## src/rtl/alien_pkg.sv

```systemverilog
// Shared types and default geometry for the alien formation movement engine.
package alien_pkg;

    typedef enum logic [2:0] {
        ST_IDLE   = 3'd0,
        ST_RIGHT  = 3'd1,
        ST_DROP_L = 3'd2,
        ST_LEFT   = 3'd3,
        ST_DROP_R = 3'd4,
        ST_LANDED = 3'd5
    } alien_state_t;

    localparam logic DIR_RIGHT = 1'b0;
    localparam logic DIR_LEFT  = 1'b1;

    localparam int unsigned SCREEN_W = 160;
    localparam int unsigned SCREEN_H = 120;

    localparam int unsigned DEF_X_W     = $clog2(SCREEN_W);
    localparam int unsigned DEF_Y_W     = $clog2(SCREEN_H);
    localparam int unsigned DEF_X_MIN   = 34;
    localparam int unsigned DEF_X_MAX   = 42;
    localparam int unsigned DEF_X_START = 34;
    localparam int unsigned DEF_Y_START = 15;
    localparam int unsigned DEF_DROP    = 4;
    localparam int unsigned DEF_Y_LIMIT = 111;

endpackage

```

## src/rtl/alien_mover_step_timer.sv

```systemverilog
// Tick divider plus frame counter; pulses step once per reloadable period of ticks.
module step_timer #(
    parameter int unsigned TICK_DIV = 833333,
    parameter int unsigned PER_W    = 4
) (
    input  logic             clk,
    input  logic             resetn,
    input  logic             en,
    input  logic             clear,
    input  logic [PER_W-1:0] period,
    output logic             step
);

    localparam int unsigned TW = (TICK_DIV > 1) ? $clog2(TICK_DIV) : 1;

    logic [TW-1:0]    tick_q;
    logic [PER_W-1:0] frame_q;
    logic             tick_last_c;
    logic             frame_last_c;

    assign tick_last_c  = (tick_q == TW'(TICK_DIV - 1));
    assign frame_last_c = (frame_q == (period - PER_W'(1)));
    assign step         = en & tick_last_c & frame_last_c;

    // Counters advance only while enabled; clear wins over counting.
    always_ff @(posedge clk) begin
        if (!resetn || clear) begin
            tick_q  <= '0;
            frame_q <= '0;
        end else if (en) begin
            tick_q <= tick_last_c ? '0 : tick_q + TW'(1);
            if (tick_last_c) begin
                frame_q <= frame_last_c ? '0 : frame_q + PER_W'(1);
            end
        end
    end

endmodule

```

## src/rtl/alien_mover.sv

```systemverilog
// Sweeps one alien formation between x bounds, dropping and speeding up at each edge.
module alien_mover
    import alien_pkg::*;
#(
    parameter int unsigned X_W         = DEF_X_W,
    parameter int unsigned Y_W         = DEF_Y_W,
    parameter int unsigned X_START     = DEF_X_START,
    parameter int unsigned Y_START     = DEF_Y_START,
    parameter int unsigned X_MIN       = DEF_X_MIN,
    parameter int unsigned X_MAX       = DEF_X_MAX,
    parameter int unsigned DROP        = DEF_DROP,
    parameter int unsigned Y_LIMIT     = DEF_Y_LIMIT,
    parameter int unsigned TICK_DIV    = 833333,
    parameter int unsigned FRAMES_INIT = 15,
    parameter int unsigned FRAMES_MIN  = 2,
    parameter int unsigned SPEEDUP     = 1
) (
    input  logic           clk,
    input  logic           resetn,
    input  logic           go,
    input  logic           pause,
    input  logic           halt,
    output logic [X_W-1:0] x,
    output logic [Y_W-1:0] y,
    output logic           dir,
    output logic           moving,
    output logic           landed
);

    localparam int unsigned PER_W = $clog2(FRAMES_INIT + 1);

    alien_state_t     state_q, state_d;
    logic [X_W-1:0]   x_q, x_d;
    logic [Y_W-1:0]   y_q, y_d;
    logic             dir_q, dir_d;
    logic [PER_W-1:0] period_q, period_d;
    logic             moving_q, moving_d;
    logic             landed_q, landed_d;
    logic             clear_c;
    logic             en_c;
    logic             step_c;
    logic [Y_W:0]     y_sum_c;

    assign x      = x_q;
    assign y      = y_q;
    assign dir    = dir_q;
    assign moving = moving_q;
    assign landed = landed_q;

    // One bit wider than y so the drop sum cannot wrap past the floor check.
    assign y_sum_c = {1'b0, y_q} + (Y_W + 1)'(DROP);
    assign en_c    = ((state_q == ST_RIGHT) || (state_q == ST_LEFT)) && !pause;

    step_timer #(
        .TICK_DIV (TICK_DIV),
        .PER_W    (PER_W)
    ) u_step_timer (
        .clk    (clk),
        .resetn (resetn),
        .en     (en_c),
        .clear  (clear_c),
        .period (period_q),
        .step   (step_c)
    );

    // State, position and status registers.
    always_ff @(posedge clk) begin
        if (!resetn) begin
            state_q  <= ST_IDLE;
            x_q      <= X_W'(X_START);
            y_q      <= Y_W'(Y_START);
            dir_q    <= DIR_RIGHT;
            period_q <= PER_W'(FRAMES_INIT);
            moving_q <= 1'b0;
            landed_q <= 1'b0;
        end else begin
            state_q  <= state_d;
            x_q      <= x_d;
            y_q      <= y_d;
            dir_q    <= dir_d;
            period_q <= period_d;
            moving_q <= moving_d;
            landed_q <= landed_d;
        end
    end

    // Next-state, position update and registered status decode.
    always_comb begin
        state_d  = state_q;
        x_d      = x_q;
        y_d      = y_q;
        dir_d    = dir_q;
        period_d = period_q;
        clear_c  = 1'b0;

        if (halt) begin
            state_d = ST_IDLE;
            clear_c = 1'b1;
        end else begin
            case (state_q)
                ST_IDLE, ST_LANDED: begin
                    if (go) begin
                        x_d      = X_W'(X_START);
                        y_d      = Y_W'(Y_START);
                        period_d = PER_W'(FRAMES_INIT);
                        dir_d    = DIR_RIGHT;
                        clear_c  = 1'b1;
                        state_d  = ST_RIGHT;
                    end
                end
                ST_RIGHT: begin
                    if (step_c) begin
                        if (x_q == X_W'(X_MAX)) begin
                            state_d = ST_DROP_L;
                        end else begin
                            x_d = x_q + X_W'(1);
                        end
                    end
                end
                ST_LEFT: begin
                    if (step_c) begin
                        if (x_q == X_W'(X_MIN)) begin
                            state_d = ST_DROP_R;
                        end else begin
                            x_d = x_q - X_W'(1);
                        end
                    end
                end
                ST_DROP_L, ST_DROP_R: begin
                    clear_c = 1'b1;
                    if (y_sum_c > (Y_W + 1)'(Y_LIMIT)) begin
                        state_d = ST_LANDED;
                    end else begin
                        y_d = y_sum_c[Y_W-1:0];
                        if (32'(period_q) >= (FRAMES_MIN + SPEEDUP)) begin
                            period_d = period_q - PER_W'(SPEEDUP);
                        end else begin
                            period_d = PER_W'(FRAMES_MIN);
                        end
                        dir_d   = (dir_q == DIR_RIGHT) ? DIR_LEFT : DIR_RIGHT;
                        state_d = (state_q == ST_DROP_L) ? ST_LEFT : ST_RIGHT;
                    end
                end
                default: begin
                    state_d = ST_IDLE;
                end
            endcase
        end

        moving_d = (state_d == ST_RIGHT) || (state_d == ST_LEFT) ||
                   (state_d == ST_DROP_L) || (state_d == ST_DROP_R);
        landed_d = (state_d == ST_LANDED);
    end

endmodule
```

## config.mk

```make
export PLATFORM = sky130hd
export DESIGN_NAME = alien_mover
export DESIGN_NICKNAME = d
export VERILOG_FILES = /design/src/rtl/alien_pkg.sv /design/src/rtl/alien_mover_step_timer.sv /design/src/rtl/alien_mover.sv
export SDC_FILE = /design/constraint.sdc
export NUM_CORES = 1
export LEC_CHECK = 0
export CAP_MARGIN = 20
export CORE_MARGIN = 4
export CORE_UTILIZATION = 24
export DETAILED_ROUTE_END_ITERATION = 10
export SLEW_MARGIN = 20
export SYNTH_ARGS = -nofsm -noshare
export SYNTH_HDL_FRONTEND = slang
export SYNTH_SLANG_ARGS = --single-unit
```

## constraint.sdc

```tcl
create_clock -name clk -period 4.2 [get_ports clk]
set_input_delay 0.84 -clock clk [delete_from_list [all_inputs] [get_ports clk]]
set_output_delay 0.84 -clock clk [all_outputs]
set_load 0.02 [all_outputs]
```

==> impl_results.md <==
- Run status: completed
- Ratio of cells with drive above 1 in the final layout: 0.0462
- Summed negative setup slack over all endpoints: 0 ns
- Endpoint class of the critical path: register
- Post-detailed-route count of antenna-violating nets: 0
- Insertion delay of the later-clocked pin in the worst-skew pair: 0.30 ns
- Register-to-Register Path Depth: 10
- Number of antenna diodes: 0
- Data arrival time at the worst-slack endpoint: 3.13 ns
- Sink count of the clock tree: 48
- Buffers on Ports: 22
- RePlAce Congestion: 0.878
- Number of enable flip-flop cells after synthesis: 0
- Fmax achieved: 346 MHz
- Congestion Overflow GR: 0
- Number of top-level pins: 23
- Overall power: 0.000810 W
- Antenna violations before repair: 0
- Avg Cell Area, Syn: 8.30 µm²
- Clock tree from TritonCTS: built
- Final setup fails: 0
- Final Hold Violating Endpoints: 0
- Post-synthesis sequential element count: 48
- Clock Pin Slew Worst Setup and Hold Paths: 0.09 ns
- Number of maximum-capacitance constraint violations: 0
- Die width: 114 µm
- CTS Root Cell: clkbuf_8
- Slew margin rel.: 0.521
- Total via count in the routed design: 2,256
- Cell type with the highest aggregate area in the netlist: dfxtp_1
- Net count after synthesis: 343
- DIE HEIGHT: 114 µm
- Total area of multi-input combinational cells: 1630 µm²
- Maximum fanout encountered on the critical timing path: 12
- Data required time of the worst path: 4.44 ns
- Nature of the critical path startpoint: register
- Syn-to-layout area delta: 16.8%
- Leak pwr: 1.12 nW
- Total core area: 10,900 µm²
- Wire length of the first global-routing pass: 9740 µm
- Worst clock skew: 0.00698 ns
- Share of the clock period used by the worst path after layout: 0.689
- Worst Tran Pin Value: 0.717 ns
- Pre-antenna DRT Iters: 6
- DRC violation total after the first TritonRoute iteration: 148
- Worst setup path category: register to register
- Inserted Clock Buffers: 5
- Routed Wire Length: 5660 µm
- Type of the most critical hold path: register to register
- RSZ-0062 raised after global routing: no
- CTS-repair resized insts: 0
- Sequential cell area in the final layout: 961 µm²
- Count of mapped cells out of synthesis: 324
- Effective utilization at floorplan: 0.247
- Postcts setup bufs: 0
- Depth of the worst hold-timing path: 1
- Post-detailed-placement half-perimeter wirelength: 4230 µm
- Number of inserted filler cells in the final layout: 1,144
- Worst-case register-to-register setup slack: 1.31 ns
- Slew Viols, Final: 0
- Synth async-reset ratio: 0
- Die area: 13,000 µm²
- Max Buffers Root-to-Sink: 2
- Distinct cells, synth: 49
- Dominant register cell in the synthesized netlist: dfxtp_1
- Commonest cells post-synth: 48 x dfxtp_1, 41 x nor2_1, 37 x nand2_1
- H-tree depth: 2
- Warning count from the yosys run: 0
- Tmin final: 2.89 ns
- Synth area leaders: dfxtp_1 36%, ha_1 6.0%, nor2_1 5.7%
- Largest voltage drop on the vdd net: 113 µV
- Number of rows in the core area: 38
- Final routed DRC violation total: 0
- Pwr per Cell Area: 258 nW/µm²
- Sequential fraction of the synthesis area: 0.357
- Most repeated cell in the gate-level netlist after synthesis: dfxtp_1
- Area of the mapped netlist: 2690 µm²
- Portion of synthesized cell area occupied by the leading cell type: 0.357
- Largest net degree at the start of global routing: 20
- Per-cell routed wire length: 11.7 µm
- Fin nets: 364
- Via density: 4.64
- GRT Util Overall: 0.0906
- Vias in the first global route: 2,154
- Cts hold-fix bufs: 0
[per-layer routing]
layer  up-vias  part of all wire  wire length, µm  GRT usage
li1       1171                 -                -          -
met1      1034              0.48             2740      0.113
met2        38              0.46             2600      0.154
met3        13             0.038              215     0.0228
met4         0             0.019              110     0.0277
met5         -                 0                0          0
[worst max-delay path: stages (launching register included)]
cell	delay [ns]
dfxtp_1	0.54
nor2b_1	0.38
nand2_1	0.17
inv_1	0.20
ha_1	0.27
a21oi_1	0.24
o2111ai_1	0.16
a21oi_1	0.20
xor2_1	0.10
or4_1	0.40
a31oi_1	0.16
[worst paths after layout]
path              endpoint        from
setup reg to reg      x[7]  state_q[0]
hold / removal        y[0]        y[0]
hold reg to reg       y[0]        y[0]
setup / recovery      x[7]  state_q[0]
[layout make-up]
class / instances / area share
multi-input cells: 252 / 0.519
repair buffers: 23 / 0.0725
well taps: 140 / 0.0558
flip-flops and latches: 48 / 0.306
clock buffers: 6 / 0.0263
inverters: 15 / 0.0179
clock inverters: 2 / 0.00319
[cells by family (layout without fill, tap and decap cells)]
group	after synthesis	count (layout)	synth area share
muxes	8	8	0.0298
adders and majority gates	14	14	0.0679
DFF	48	48	0.357
xor gates and xnor gates	33	33	0.110
and+or+nand+nor	148	148	0.284
AOI/OAI and AO/OA	49	49	0.114
buffers and inverters	24	46	0.0368
[sequential cells by signal (all words and copies together) (netlist names)]
register	cells
u_step_timer.tick_q	20
x	8
y	6
period_q	4
u_step_timer.frame_q	4
state_q	3
dir	1
landed	1
moving	1
[cells in the final DEF (no fill, tap or decap), drive strengths merged, types with 5 or more instances in the layout]
master / netlist / final
mux2i: 8 / 8
ha: 13 / 13
clkdlybuf4s50: 0 / 22
nor2: 41 / 41
or3: 9 / 9
dfxtp: 48 / 48
a21oi: 19 / 19
and3: 6 / 6
inv: 15 / 15
clkbuf: 4 / 6
xnor2: 16 / 16
xor2: 17 / 17
nand3: 17 / 17
nand2: 37 / 37
a31oi: 5 / 5
nand4: 6 / 6
o21ai: 11 / 11
[metrics by stage]
step | cells | setup slack (ns) | instance area, µm² | hold slack [ns] | util
after detailed placement | 478 | 1.06 | 3050 | 0.463 | 0.280
after floorplan | 324 | 1.67 | 2690 | 0.465 | -
after global routing | 486 | 1.02 | 3140 | 0.528 | 0.289
final | 486 | 1.31 | 3140 | 0.481 | 0.289
after global placement | 478 | 1.12 | 3050 | 0.457 | 0.280
after CTS | 486 | 1.30 | 3140 | 0.485 | 0.289
[report_power, final]
part           internal (W)  leakage, nW  switching [W]  total (W)
logic             0.0000228        0.677      0.0000347  0.0000575
registers          0.000459        0.388     0.00000580   0.000464
clock network      0.000132       0.0510       0.000156   0.000288
Power figures use the tool's default switching activity.
